<file path="src/rtl/mem_lsu_ctrl_pkg.sv">
// Shared types and encodings for the MEM-stage load/store sequencer.
package mem_pkg;

  typedef enum logic [2:0] {StIdle, StRd, StWait, StCap, StWr, StResp} lsu_state_t;

  localparam logic [2:0] F3_B  = 3'b000;
  localparam logic [2:0] F3_H  = 3'b001;
  localparam logic [2:0] F3_W  = 3'b010;
  localparam logic [2:0] F3_BU = 3'b100;
  localparam logic [2:0] F3_HU = 3'b101;

  localparam logic [1:0] MEM_IDLE = 2'b00;
  localparam logic [1:0] MEM_WR   = 2'b01;
  localparam logic [1:0] MEM_RD   = 2'b10;

  // Illegal width codes, unsigned stores and misaligned halfword/word accesses all fault.
  function automatic logic lsu_fault(input logic we, input logic [2:0] funct3,
                                     input logic [1:0] addr_lo);
    case (funct3)
      F3_B:    return 1'b0;
      F3_H:    return addr_lo[0];
      F3_W:    return addr_lo != 2'b00;
      F3_BU:   return we;
      F3_HU:   return we | addr_lo[0];
      default: return 1'b1;
    endcase
  endfunction

endpackage

</file>
<file path="src/rtl/mem_lsu_ctrl_if.sv">
// Pipeline request/response and data-memory bus of the load/store sequencer.
interface mem_lsu_ctrl_if;
  logic        i_req;
  logic        i_we;
  logic [2:0]  i_funct3;
  logic [31:0] i_addr;
  logic [31:0] i_wdata;
  logic        o_stall;
  logic        o_done;
  logic [31:0] o_rdata;
  logic        o_misalign;
  logic [31:0] o_memAddr;
  logic [1:0]  o_ctrlMEM;
  logic [31:0] o_writeData;
  logic [31:0] i_memReadData;

  modport master (
    output i_req, i_we, i_funct3, i_addr, i_wdata, i_memReadData,
    input  o_stall, o_done, o_rdata, o_misalign, o_memAddr, o_ctrlMEM, o_writeData
  );

  modport slave (
    input  i_req, i_we, i_funct3, i_addr, i_wdata, i_memReadData,
    output o_stall, o_done, o_rdata, o_misalign, o_memAddr, o_ctrlMEM, o_writeData
  );
endinterface

</file>
<file path="src/rtl/mem_lsu_ctrl_lane_align.sv">
// Combinational lane extraction for loads and byte/halfword merge for stores.
module mem_lane_align
  import mem_pkg::*;
(
  input  logic [2:0]  funct3_i,
  input  logic [1:0]  lane_i,
  input  logic [31:0] word_i,
  input  logic [31:0] wdata_i,
  output logic [31:0] load_o,
  output logic [31:0] store_o
);

  logic [7:0]  byte_sel;
  logic [15:0] half_sel;

  always_comb begin
    byte_sel = word_i[{lane_i, 3'b000} +: 8];
    half_sel = lane_i[1] ? word_i[31:16] : word_i[15:0];

    case (funct3_i)
      F3_B:    load_o = {{24{byte_sel[7]}}, byte_sel};
      F3_BU:   load_o = {24'd0, byte_sel};
      F3_H:    load_o = {{16{half_sel[15]}}, half_sel};
      F3_HU:   load_o = {16'd0, half_sel};
      default: load_o = word_i;
    endcase

    store_o = wdata_i;
    case (funct3_i)
      F3_B: begin
        store_o = word_i;
        store_o[{lane_i, 3'b000} +: 8] = wdata_i[7:0];
      end
      F3_H: begin
        store_o = word_i;
        store_o[{lane_i[1], 4'b0000} +: 16] = wdata_i[15:0];
      end
      default: ;
    endcase
  end

endmodule

</file>
<file path="src/rtl/mem_lsu_ctrl.sv">
// Load/store sequencer: stalls the MEM stage while it runs a read, write or
// read-modify-write against word-addressed data memory.
module mem_lsu_ctrl
  import mem_pkg::*;
#(
  parameter int unsigned READ_LAT = 1
) (
  input logic           i_clk,
  input logic           i_reset,
  mem_lsu_ctrl_if.slave bus
);

  localparam int unsigned CntW = $clog2(READ_LAT + 1);

  lsu_state_t      state_q, state_d;
  logic            we_q, fault_q;
  logic [2:0]      funct3_q;
  logic [31:0]     addr_q, result_q, wword_q;
  logic [CntW-1:0] cnt_q;
  logic [31:0]     load_val, store_word;
  logic            req_fault;

  assign req_fault = lsu_fault(bus.i_we, bus.i_funct3, bus.i_addr[1:0]);

  // wword_q holds the raw store data until CAP replaces it with the merged word.
  mem_lane_align u_lane_align (
    .funct3_i (funct3_q),
    .lane_i   (addr_q[1:0]),
    .word_i   (bus.i_memReadData),
    .wdata_i  (wword_q),
    .load_o   (load_val),
    .store_o  (store_word)
  );

  always_ff @(posedge i_clk) begin
    if (i_reset) state_q <= StIdle;
    else         state_q <= state_d;
  end

  always_comb begin
    state_d = state_q;
    unique case (state_q)
      StIdle: begin
        if (bus.i_req) begin
          if (req_fault)                     state_d = StResp;
          else if (bus.i_we && bus.i_funct3 == F3_W) state_d = StWr;
          else                               state_d = StRd;
        end
      end
      StRd:    state_d = (READ_LAT > 1) ? StWait : StCap;
      StWait:  if (cnt_q == CntW'(1)) state_d = StCap;
      StCap:   state_d = we_q ? StWr : StResp;
      StWr:    state_d = StResp;
      StResp:  state_d = StIdle;
      default: state_d = StIdle;
    endcase
  end

  always_ff @(posedge i_clk) begin
    if (i_reset) begin
      we_q     <= 1'b0;
      fault_q  <= 1'b0;
      funct3_q <= 3'd0;
      addr_q   <= 32'd0;
      result_q <= 32'd0;
      wword_q  <= 32'd0;
      cnt_q    <= '0;
    end else begin
      if (state_q == StIdle && bus.i_req) begin
        we_q     <= bus.i_we;
        fault_q  <= req_fault;
        funct3_q <= bus.i_funct3;
        addr_q   <= bus.i_addr;
        wword_q  <= bus.i_wdata;
      end
      if (state_q == StRd)        cnt_q <= CntW'(READ_LAT - 1);
      else if (state_q == StWait) cnt_q <= cnt_q - CntW'(1);
      if (state_q == StCap) begin
        if (we_q) wword_q  <= store_word;
        else      result_q <= load_val;
      end
    end
  end

  always_comb begin
    bus.o_ctrlMEM   = MEM_IDLE;
    bus.o_memAddr   = 32'd0;
    bus.o_writeData = 32'd0;
    bus.o_done      = 1'b0;
    bus.o_rdata     = 32'd0;
    bus.o_misalign  = 1'b0;
    unique case (state_q)
      StRd: begin
        bus.o_ctrlMEM = MEM_RD;
        bus.o_memAddr = {addr_q[31:2], 2'b00};
      end
      StWr: begin
        bus.o_ctrlMEM   = MEM_WR;
        bus.o_memAddr   = {addr_q[31:2], 2'b00};
        bus.o_writeData = wword_q;
      end
      StResp: begin
        bus.o_done     = 1'b1;
        bus.o_misalign = fault_q;
        bus.o_rdata    = (we_q || fault_q) ? 32'd0 : result_q;
      end
      default: ;
    endcase
    bus.o_stall = bus.i_req & (state_q != StResp);
  end

endmodule

</file>
<file path="src/flat_wrapper.sv">
// flat-port wrapper written by rule: the top's interface ports become plain ports
module mem_lsu_ctrl_flat import mem_pkg::*;
#(
  parameter int unsigned READ_LAT = 1
)
  (i_clk, i_reset, bus_i_req, bus_i_we, bus_i_funct3, bus_i_addr, bus_i_wdata, bus_i_memReadData, bus_o_stall, bus_o_done, bus_o_rdata, bus_o_misalign, bus_o_memAddr, bus_o_ctrlMEM, bus_o_writeData);
  mem_lsu_ctrl_if bus_i ();
  input logic i_clk;
  input logic i_reset;
  input wire logic [$bits(bus_i.i_req)-1:0] bus_i_req;
  input wire logic [$bits(bus_i.i_we)-1:0] bus_i_we;
  input wire logic [$bits(bus_i.i_funct3)-1:0] bus_i_funct3;
  input wire logic [$bits(bus_i.i_addr)-1:0] bus_i_addr;
  input wire logic [$bits(bus_i.i_wdata)-1:0] bus_i_wdata;
  input wire logic [$bits(bus_i.i_memReadData)-1:0] bus_i_memReadData;
  output wire logic [$bits(bus_i.o_stall)-1:0] bus_o_stall;
  output wire logic [$bits(bus_i.o_done)-1:0] bus_o_done;
  output wire logic [$bits(bus_i.o_rdata)-1:0] bus_o_rdata;
  output wire logic [$bits(bus_i.o_misalign)-1:0] bus_o_misalign;
  output wire logic [$bits(bus_i.o_memAddr)-1:0] bus_o_memAddr;
  output wire logic [$bits(bus_i.o_ctrlMEM)-1:0] bus_o_ctrlMEM;
  output wire logic [$bits(bus_i.o_writeData)-1:0] bus_o_writeData;
  assign bus_i.i_req = bus_i_req;
  assign bus_i.i_we = bus_i_we;
  assign bus_i.i_funct3 = bus_i_funct3;
  assign bus_i.i_addr = bus_i_addr;
  assign bus_i.i_wdata = bus_i_wdata;
  assign bus_i.i_memReadData = bus_i_memReadData;
  assign bus_o_stall = bus_i.o_stall;
  assign bus_o_done = bus_i.o_done;
  assign bus_o_rdata = bus_i.o_rdata;
  assign bus_o_misalign = bus_i.o_misalign;
  assign bus_o_memAddr = bus_i.o_memAddr;
  assign bus_o_ctrlMEM = bus_i.o_ctrlMEM;
  assign bus_o_writeData = bus_i.o_writeData;
  mem_lsu_ctrl #(.READ_LAT(READ_LAT)) u_core (.i_clk(i_clk), .i_reset(i_reset), .bus(bus_i));
endmodule
</file>
<file path="config.mk">
export PLATFORM = sky130hd
export DESIGN_NAME = mem_lsu_ctrl_flat
export DESIGN_NICKNAME = d
export VERILOG_FILES = /design/src/rtl/mem_lsu_ctrl_pkg.sv /design/src/rtl/mem_lsu_ctrl_if.sv /design/src/rtl/mem_lsu_ctrl_lane_align.sv /design/src/rtl/mem_lsu_ctrl.sv /design/src/flat_wrapper.sv
export SDC_FILE = /design/constraint.sdc
export NUM_CORES = 1
export LEC_CHECK = 0
export CAP_MARGIN = 20
export CORE_UTILIZATION = 35
export CTS_BUF_LIST = sky130_fd_sc_hd__clkbuf_8 sky130_fd_sc_hd__clkbuf_16
export DETAILED_ROUTE_END_ITERATION = 6
export GPL_ROUTABILITY_DRIVEN = 0
export PLACE_DENSITY_LB_ADDON = 0.05
export SLEW_MARGIN = 10
export SYNTH_ARGS = -nofsm -noshare
export SYNTH_HDL_FRONTEND = slang
export SYNTH_SLANG_ARGS = --single-unit
</file>
<file path="constraint.sdc">
create_clock -name i_clk -period 5.1 [get_ports i_clk]
set_input_delay 0.51 -clock i_clk [delete_from_list [all_inputs] [get_ports i_clk]]
set_output_delay 0.51 -clock i_clk [all_outputs]
set_load 0.05 [all_outputs]
</file>
==> run metrics, run 1 <==
power per standard cell area 402 mW/mm^2; Die Footprint 0.0170 mm^2; Longest Clk Path Bufs 2; number of flops mapped to enable cells by yosys 0; setup fix buffers added after clock tree synthesis 0; post-synthesis xor/xnor area fraction less than 1%; leakage 3.00 nW; Crit Reg-Reg Startpoint u_core.addr_q[1]; endpoint arrival time on the critical path around 2800 ps; critical path capture point type primary output; DR vias 6056; # clock sinks roughly 110; final critical delay including setup and external delays 3350 ps; Std-Cell Rows 46; combined flip-flop and latch cell area roughly 0.0021 mm^2; DPL Wire Length 14.6 mm; final routed wirelength across all metal layers 20.2 mm; Diodes inserted 0; maximum number of pins on one net before global-route repair 54; startpoint of the lowest-slack hold path u_core.addr_q[25]; maximum vdd ir drop 0.230 mV; final clock skew about 8.1 ps; count of input and output buffers 201; number of global-route vias before repair 5654; Most used DFF post-synth sky130_fd_sc_hd__dfxtp_1; kind of critical path flip-flop to primary output; Final period util 65.7%; Fmax roughly 0.30 GHz; worst slew slack as a fraction of its limit 27.4%; WL per Instance 18.2 um; DR DRC count 0; part of the Yosys area used for sequential elements 36.5%; Reg clk slew, reported paths 70 ps; global-route total usage across every layer between 20% and 30%; placed cell area 0.00786 mm^2; drt initial violations between 400 and 500; synthesized cell area 0.00575 mm^2; final std cell area, no fill 0.00820 mm^2; y dimension of the die around 130 um; Die Span X roughly 130 um; post-synthesis cell count 728; commonest cells after routing, fill and taps aside sky130_fd_sc_hd__clkdlybuf4s50_1 (200), sky130_fd_sc_hd__nand2_1 (115), sky130_fd_sc_hd__dfxtp_1 (105); fraction of layout instances using a drive strength above 1 around 5.6%; mux share of post-synthesis cell area around 4.2%; fraction of the mapped netlist area in compound gates 23.2%; hold bufs inserted after CTS 0; number of CTS-inserted buffers 9; Slew Viols, Final 0; critical path fanouts, max 32; outcome finished clean; worst hold path class flip-flop to flip-flop; main combinational cell family by area after synthesis simple AND/OR/NAND/NOR gates; area of combinational cells with multiple inputs around 0.0034 mm^2; RSZ-0062 raised after global routing no; number of synthesized register bits around 110; initial standard-cell utilization of the core 36.1%; io pins 204; Critical Path Start Type flip-flop; grt total ovfl 0; Crit path required time 4590 ps; number of hold violations in the final report 0; first-pass GRT wire length 30.4 mm; area of the core region ~0.016 mm^2; post_cts resized 0; area share of and/or/nand/nor cells after synthesis between 20% and 30%; mean post-synth cell area just under 8 um^2; Clk Tree Root Cell sky130_fd_sc_hd__clkbuf_16; count of fill cells added during filler insertion 1534; post-synth cell types 53; number of nets with antenna violations after detailed routing 0; nets@finish 998; Async SR Flop Fraction 0%; YS warnings 0; critical path startpoint u_core.state_q[0]; TNS Setup 0 ps; # setup viols final 0; antenna violations before repair 0; max cap viols 0; layout-stage area growth over the synthesis result 42.5%; clock tree from TritonCTS yes; routed via count divided by cell count 5.45; Synth Area in Adders 1.09%; first-pass detailed-route iteration total 5; internal reg-to-reg setup slack 2040 ps; leading cell type in the layout, fill and taps excluded sky130_fd_sc_hd__clkdlybuf4s50_1; actual transition at the worst max-transition pin 1080 ps; clock latency reported for the late side of the worst-skew pair approximately 350 ps; htree depth 3
==> stage by stage <==
| step | total power, W | hold slack (ps) | setup WS, ps | cells | utilization, % |
|---|---|---|---|---|---|
| 6_report | 0.00329 | 449 | 1750 | 1111 | 51.4 |
| 3_3_place_gp | 0.00251 | 439 | 1960 | 1093 | 49.3 |
| 5_1_grt | 0.00349 | 475 | 1570 | 1111 | 51.4 |
| 3_5_place_dp | 0.00254 | 444 | 1880 | 1093 | 49.3 |
| 4_1_cts | 0.00328 | 452 | 1710 | 1109 | 51.2 |
| 2_1_floorplan | 0.00210 | 432 | 2860 | 729 | - |
==> path summary, 6_finish.rpt <==
kind	endpoint	cells after the start
setup reg to reg	u_core.wword_q[11]	8
hold / removal	u_core.addr_q[25]	2
setup / recovery	bus_o_rdata[25]	6
hold reg to reg	u_core.addr_q[25]	2
==> registers in the layout, indices dropped and copies added (netlist names) <==
name,cells
u_core.addr_q,32
u_core.state_q,3
u_core.result_q,32
u_core.fault_q,1
u_core.we_q,1
u_core.funct3_q,3
u_core.cnt_q,1
u_core.wword_q,32
==> synthesized netlist by cell type, types with 3 or more instances <==
master | count | share of area [%]
sky130_fd_sc_hd__nand2b_1 | 7 | 0.76
sky130_fd_sc_hd__a21oi_1 | 50 | 4.3
sky130_fd_sc_hd__a221oi_1 | 27 | 4.1
sky130_fd_sc_hd__buf_1 | 4 | 0.26
sky130_fd_sc_hd__a221o_1 | 15 | 2.6
sky130_fd_sc_hd__inv_1 | 7 | 0.46
sky130_fd_sc_hd__a22o_1 | 16 | 2.4
sky130_fd_sc_hd__nand3_1 | 9 | 0.78
sky130_fd_sc_hd__mux2i_1 | 15 | 2.6
sky130_fd_sc_hd__a22oi_1 | 8 | 1.0
sky130_fd_sc_hd__buf_2 | 17 | 1.5
sky130_fd_sc_hd__buf_4 | 3 | 0.39
sky130_fd_sc_hd__nor2_1 | 64 | 4.2
sky130_fd_sc_hd__o22ai_1 | 6 | 0.65
sky130_fd_sc_hd__nor4_1 | 4 | 0.43
sky130_fd_sc_hd__a211oi_1 | 32 | 4.2
sky130_fd_sc_hd__o21ai_0 | 7 | 0.61
sky130_fd_sc_hd__dfxtp_1 | 105 | 37
sky130_fd_sc_hd__nor3_1 | 16 | 1.4
sky130_fd_sc_hd__nand2_1 | 115 | 7.5
sky130_fd_sc_hd__and2_1 | 66 | 7.2
sky130_fd_sc_hd__mux2_2 | 8 | 1.6
sky130_fd_sc_hd__clkbuf_1 | 40 | 2.6
sky130_fd_sc_hd__o41ai_1 | 3 | 0.46
sky130_fd_sc_hd__ha_1 | 5 | 1.1
sky130_fd_sc_hd__or3_1 | 4 | 0.43
sky130_fd_sc_hd__and3_1 | 34 | 3.7
sky130_fd_sc_hd__nor2b_1 | 10 | 1.1
==> layer usage <==
metal | vias to the layer above | share of wire, % | track usage (%)
met2 | 265 | 46 | 38.2
met3 | 53 | 7.0 | 4.47
met1 | 2814 | 42 | 29.2
met5 | - | 0 | 0
met4 | 0 | 4.5 | 12.3
li1 | 2924 | - | -
==> cell families (layout without fill, tap and decap cells) <==
group	after synthesis	in the layout
buffers and inverters	71	237
flip-flops	105	105
AO/OA/AOI/OAI	180	180
other	1	2
XOR/XNOR	2	2
multiplexers	23	23
AND/OR/NAND/NOR	341	341
adder cells (fa/ha/maj)	5	5
==> critical path, cell delays in order (launching register included) <==
cell	delay [ps]
sky130_fd_sc_hd__dfxtp_1	600
sky130_fd_sc_hd__nor2b_1	240
sky130_fd_sc_hd__nand2_1	160
sky130_fd_sc_hd__nor3_2	170
sky130_fd_sc_hd__buf_4	300
sky130_fd_sc_hd__and2_1	200
sky130_fd_sc_hd__clkdlybuf4s50_1	820
==> report_power, final <==
group | internal [W] | switching (W)
Combinational | 0.000519 | 0.000870
Clock | 0.000427 | 0.000318
Sequential | 0.000993 | 0.000166
Total | 0.00194 | 0.00135
==> layout make-up <==
type                       instances  share of cell area [%]
clock inverter                     7                    1.05
multi-input combinational        553                    41.1
clock buffer                       9                    2.75
tap                              216                    3.30
inverter                           7                   0.321
sequential                       105                    25.6
timing repair buffer             214                    25.9
No activity file was read; power rests on OpenSTA's default activity.
==> run 2, diff against run 1 <==
Clock period 5.1 ns to 3.1 ns, I/O delays scaled along.
==> run 2 against run 1 <==
Effect of this change: cell area up 6.7%; largest power group unchanged; global-route usage is 0.13 points higher; register-to-register slack lost 1500 ps; critical path type unchanged; critical path depth down 2; worst setup slack worse by 1200 ps; sequential cell count unchanged; cell count increased by 0.27%; critical endpoint is now bus_o_stall; sequential power grew 65%; die area is the same.
==> run metrics, run 2 (synthesis gave the netlist of run 1 again) <==
internal reg-to-reg setup slack 570 ps (-1470 ps); number of CTS-inserted buffers 9 (unchanged); setup fix buffers added after clock tree synthesis 0 (unchanged); Diodes inserted 0 (unchanged); Placed Cells incl. Taps 1100 (+0.64%); Crit path required time 2790 ps (-1800 ps); DPL Wire Length 14.8 mm (+1.5%); Longest Clk Path Bufs 2 (unchanged); Die Footprint 0.0170 mm^2 (unchanged); power per standard cell area 624 mW/mm^2 (+55%); first-pass detailed-route iteration total 5 (unchanged); layout-stage area growth over the synthesis result 52.0%; Switch Pwr 0.00222 W (+64%); pre-CTS worst setup slack 488 ps (-1390 ps); fraction of layout instances using a drive strength above 1 16.7% (+11 points); Std-Cell Rows 46 (unchanged); # clock sinks 105 (unchanged); slowest cell delay on critical path 690 ps (-130 ps); # setup viols final 0 (unchanged); initial standard-cell utilization of the core 36.1% (unchanged); critical path fanouts, max 11 (-66%); grt total ovfl 0 (unchanged); hold-critical path endpoint u_core.addr_q[5]; y dimension of the die 130 um (unchanged); final routed wirelength across all metal layers 19.9 mm (-1.8%); endpoint arrival time on the critical path 2240 ps (-600 ps); leakage 3.37 nW (+12%); Reg clk slew, reported paths 70 ps (about the same); fraction of power consumed by combinational cells 44.4% (+2.2 points); routed via count divided by cell count 5.43 (-0.37%); crit path cell chain nor2b_1, nand2_1, and2_1, clkdlybuf4s50_1; actual transition at the worst max-transition pin 751 ps (-333 ps); outcome finished clean; final critical delay including setup and external delays approximately 2600 ps; end of the worst register-to-register path u_core.wword_q[28]; TNS Setup 0 ps (unchanged); clock latency reported for the late side of the worst-skew pair 350 ps (about the same); number of global-route vias before repair 5720 (+1.2%); Fmax 0.392 GHz; Crit Reg-Reg Startpoint u_core.addr_q[1]; Clk network pwr share 20.7% (-1.9 points); commonest cells after routing, fill and taps aside sky130_fd_sc_hd__nand2_1 (115), sky130_fd_sc_hd__clkdlybuf4s50_1 (105), sky130_fd_sc_hd__dfxtp_1 (105); maximum vdd ir drop 0.466 mV (+100%); worst hold path class flip-flop to flip-flop; clock tree from TritonCTS yes; cell count of the worst reg-to-reg path 9 (+1); cell family contributing the most delay on the critical path buffers and inverters; Clk Tree Root Cell sky130_fd_sc_hd__clkbuf_16; max cap viols 0 (unchanged); global-route total usage across every layer 23.5% (+0.13 points); antenna violations before repair 0 (unchanged); io pins 204 (unchanged); total buffers and inverters traversed by the critical path 1 (-1); Final period util 82.3%; maximum number of pins on one net before global-route repair 68 (+26%); post_cts resized 0 (unchanged); DR DRC count 0 (unchanged); drt initial violations 447 (-7.6%); final clock skew 7.24 ps (-0.884 ps); RSZ-0062 raised after global routing no; number of hold violations in the final report 0 (unchanged); Crit-path slowest cell sky130_fd_sc_hd__clkdlybuf4s50_1; count of fill cells added during filler insertion 1498 (-2.3%); number of nets with antenna violations after detailed routing 0 (unchanged); hold depth 2 (unchanged); nets@finish 1003 (+0.50%); non-filler instance count after layout 1114 (+0.27%); cell-internal power 0.00324 W (+67%); Die Span X 130 um (unchanged); Slew Viols, Final 0 (unchanged); worst slew slack as a fraction of its limit 50.0% (+23 points); kind of critical path flip-flop to primary output; hold bufs inserted after CTS 0 (unchanged); htree depth 3 (unchanged); WL per Instance 17.8 um (-2.1%); proportion of power drawn by flip-flops and latches 34.9% (-0.3 points); startpoint of the lowest-slack hold path u_core.addr_q[5]; final worst slack 547 ps (-1200 ps); count of input and output buffers 201 (unchanged); Critical Path Start Type flip-flop; DR vias 6050 (-0.099%); leading cell type in the layout, fill and taps excluded sky130_fd_sc_hd__nand2_1; critical path capture point type primary output; sw frac 40.6% (-0.49 points); area of the core region 0.0159 mm^2 (unchanged); largest registers u_core.addr_q (32), u_core.result_q (32), u_core.wword_q (32); first-pass GRT wire length 30.5 mm (+0.52%)
-- run 2: cell count changes in the layout (fill, tap and decap cells not counted), sizes merged --
cell / change
buf: +100
bufinv: -1
clkbuf: +1
clkdlybuf4s50: -95
clkinv: +1
inv: -3
-- run 2: tightest hold or removal path, stage by stage, from the launching register on --
cell and delay (ps):
sky130_fd_sc_hd__dfxtp_1 310, sky130_fd_sc_hd__nand2_1 50, sky130_fd_sc_hd__a21oi_1 50
-- run 2: worst max path at each step --
stage                                 start            endpoint  slack (ps)  cells past startpoint
final                     u_core.state_q[0]         bus_o_stall         550                      4
after global routing       u_core.addr_q[1]  u_core.wword_q[28]         360                      9
after CTS                 u_core.state_q[0]         bus_o_stall         540                      4
after detailed placement          bus_i_req  u_core.wword_q[12]         490                      6
after global placement            bus_i_req  u_core.wword_q[12]         600                      6
after floorplan           u_core.state_q[0]     bus_o_rdata[10]        1060                      6
-- run 2: metrics by stage --
stage / util [%] / total power, W / hold slack (ps) / cell area (um^2)
floorplan: - / 0.00345 / 432 / 5760
global route: 54.9 / 0.00579 / 471 / 8750
finish: 54.9 / 0.00546 / 450 / 8750
detailed placement: 53.1 / 0.00435 / 446 / 8460
global placement: 53.1 / 0.00430 / 438 / 8460
CTS: 54.9 / 0.00549 / 455 / 8750
-- run 2: power groups by stage --
stage	sequential, W	combinational, W	clock (W)
2_1_floorplan	0.00178	0.00167	0
3_3_place_gp	0.00192	0.00238	0
3_5_place_dp	0.00193	0.00242	0
4_1_cts	0.00190	0.00243	0.00116
5_1_grt	0.00194	0.00264	0.00121
6_report	0.00191	0.00242	0.00113
-- run 2: cell type report --
class                   count  area, um^2  area share [%]
clock buffers              10         239            2.73
clock inverters             4        45.0           0.515
inverters                   7        26.3           0.300
multi-input cells         553        3370            38.5
flip-flops and latches    105        2100            24.0
well taps                 216         270            3.09
repair buffers            219        2700            30.8
-- run 2: metal layers --
layer,vias up,GRT usage [%],routed length (um)
li1,2927,-,-
met1,2810,29.2,8040
met2,273,38.3,9380
met5,-,0,0
met3,40,5.00,1690
met4,0,12.1,750
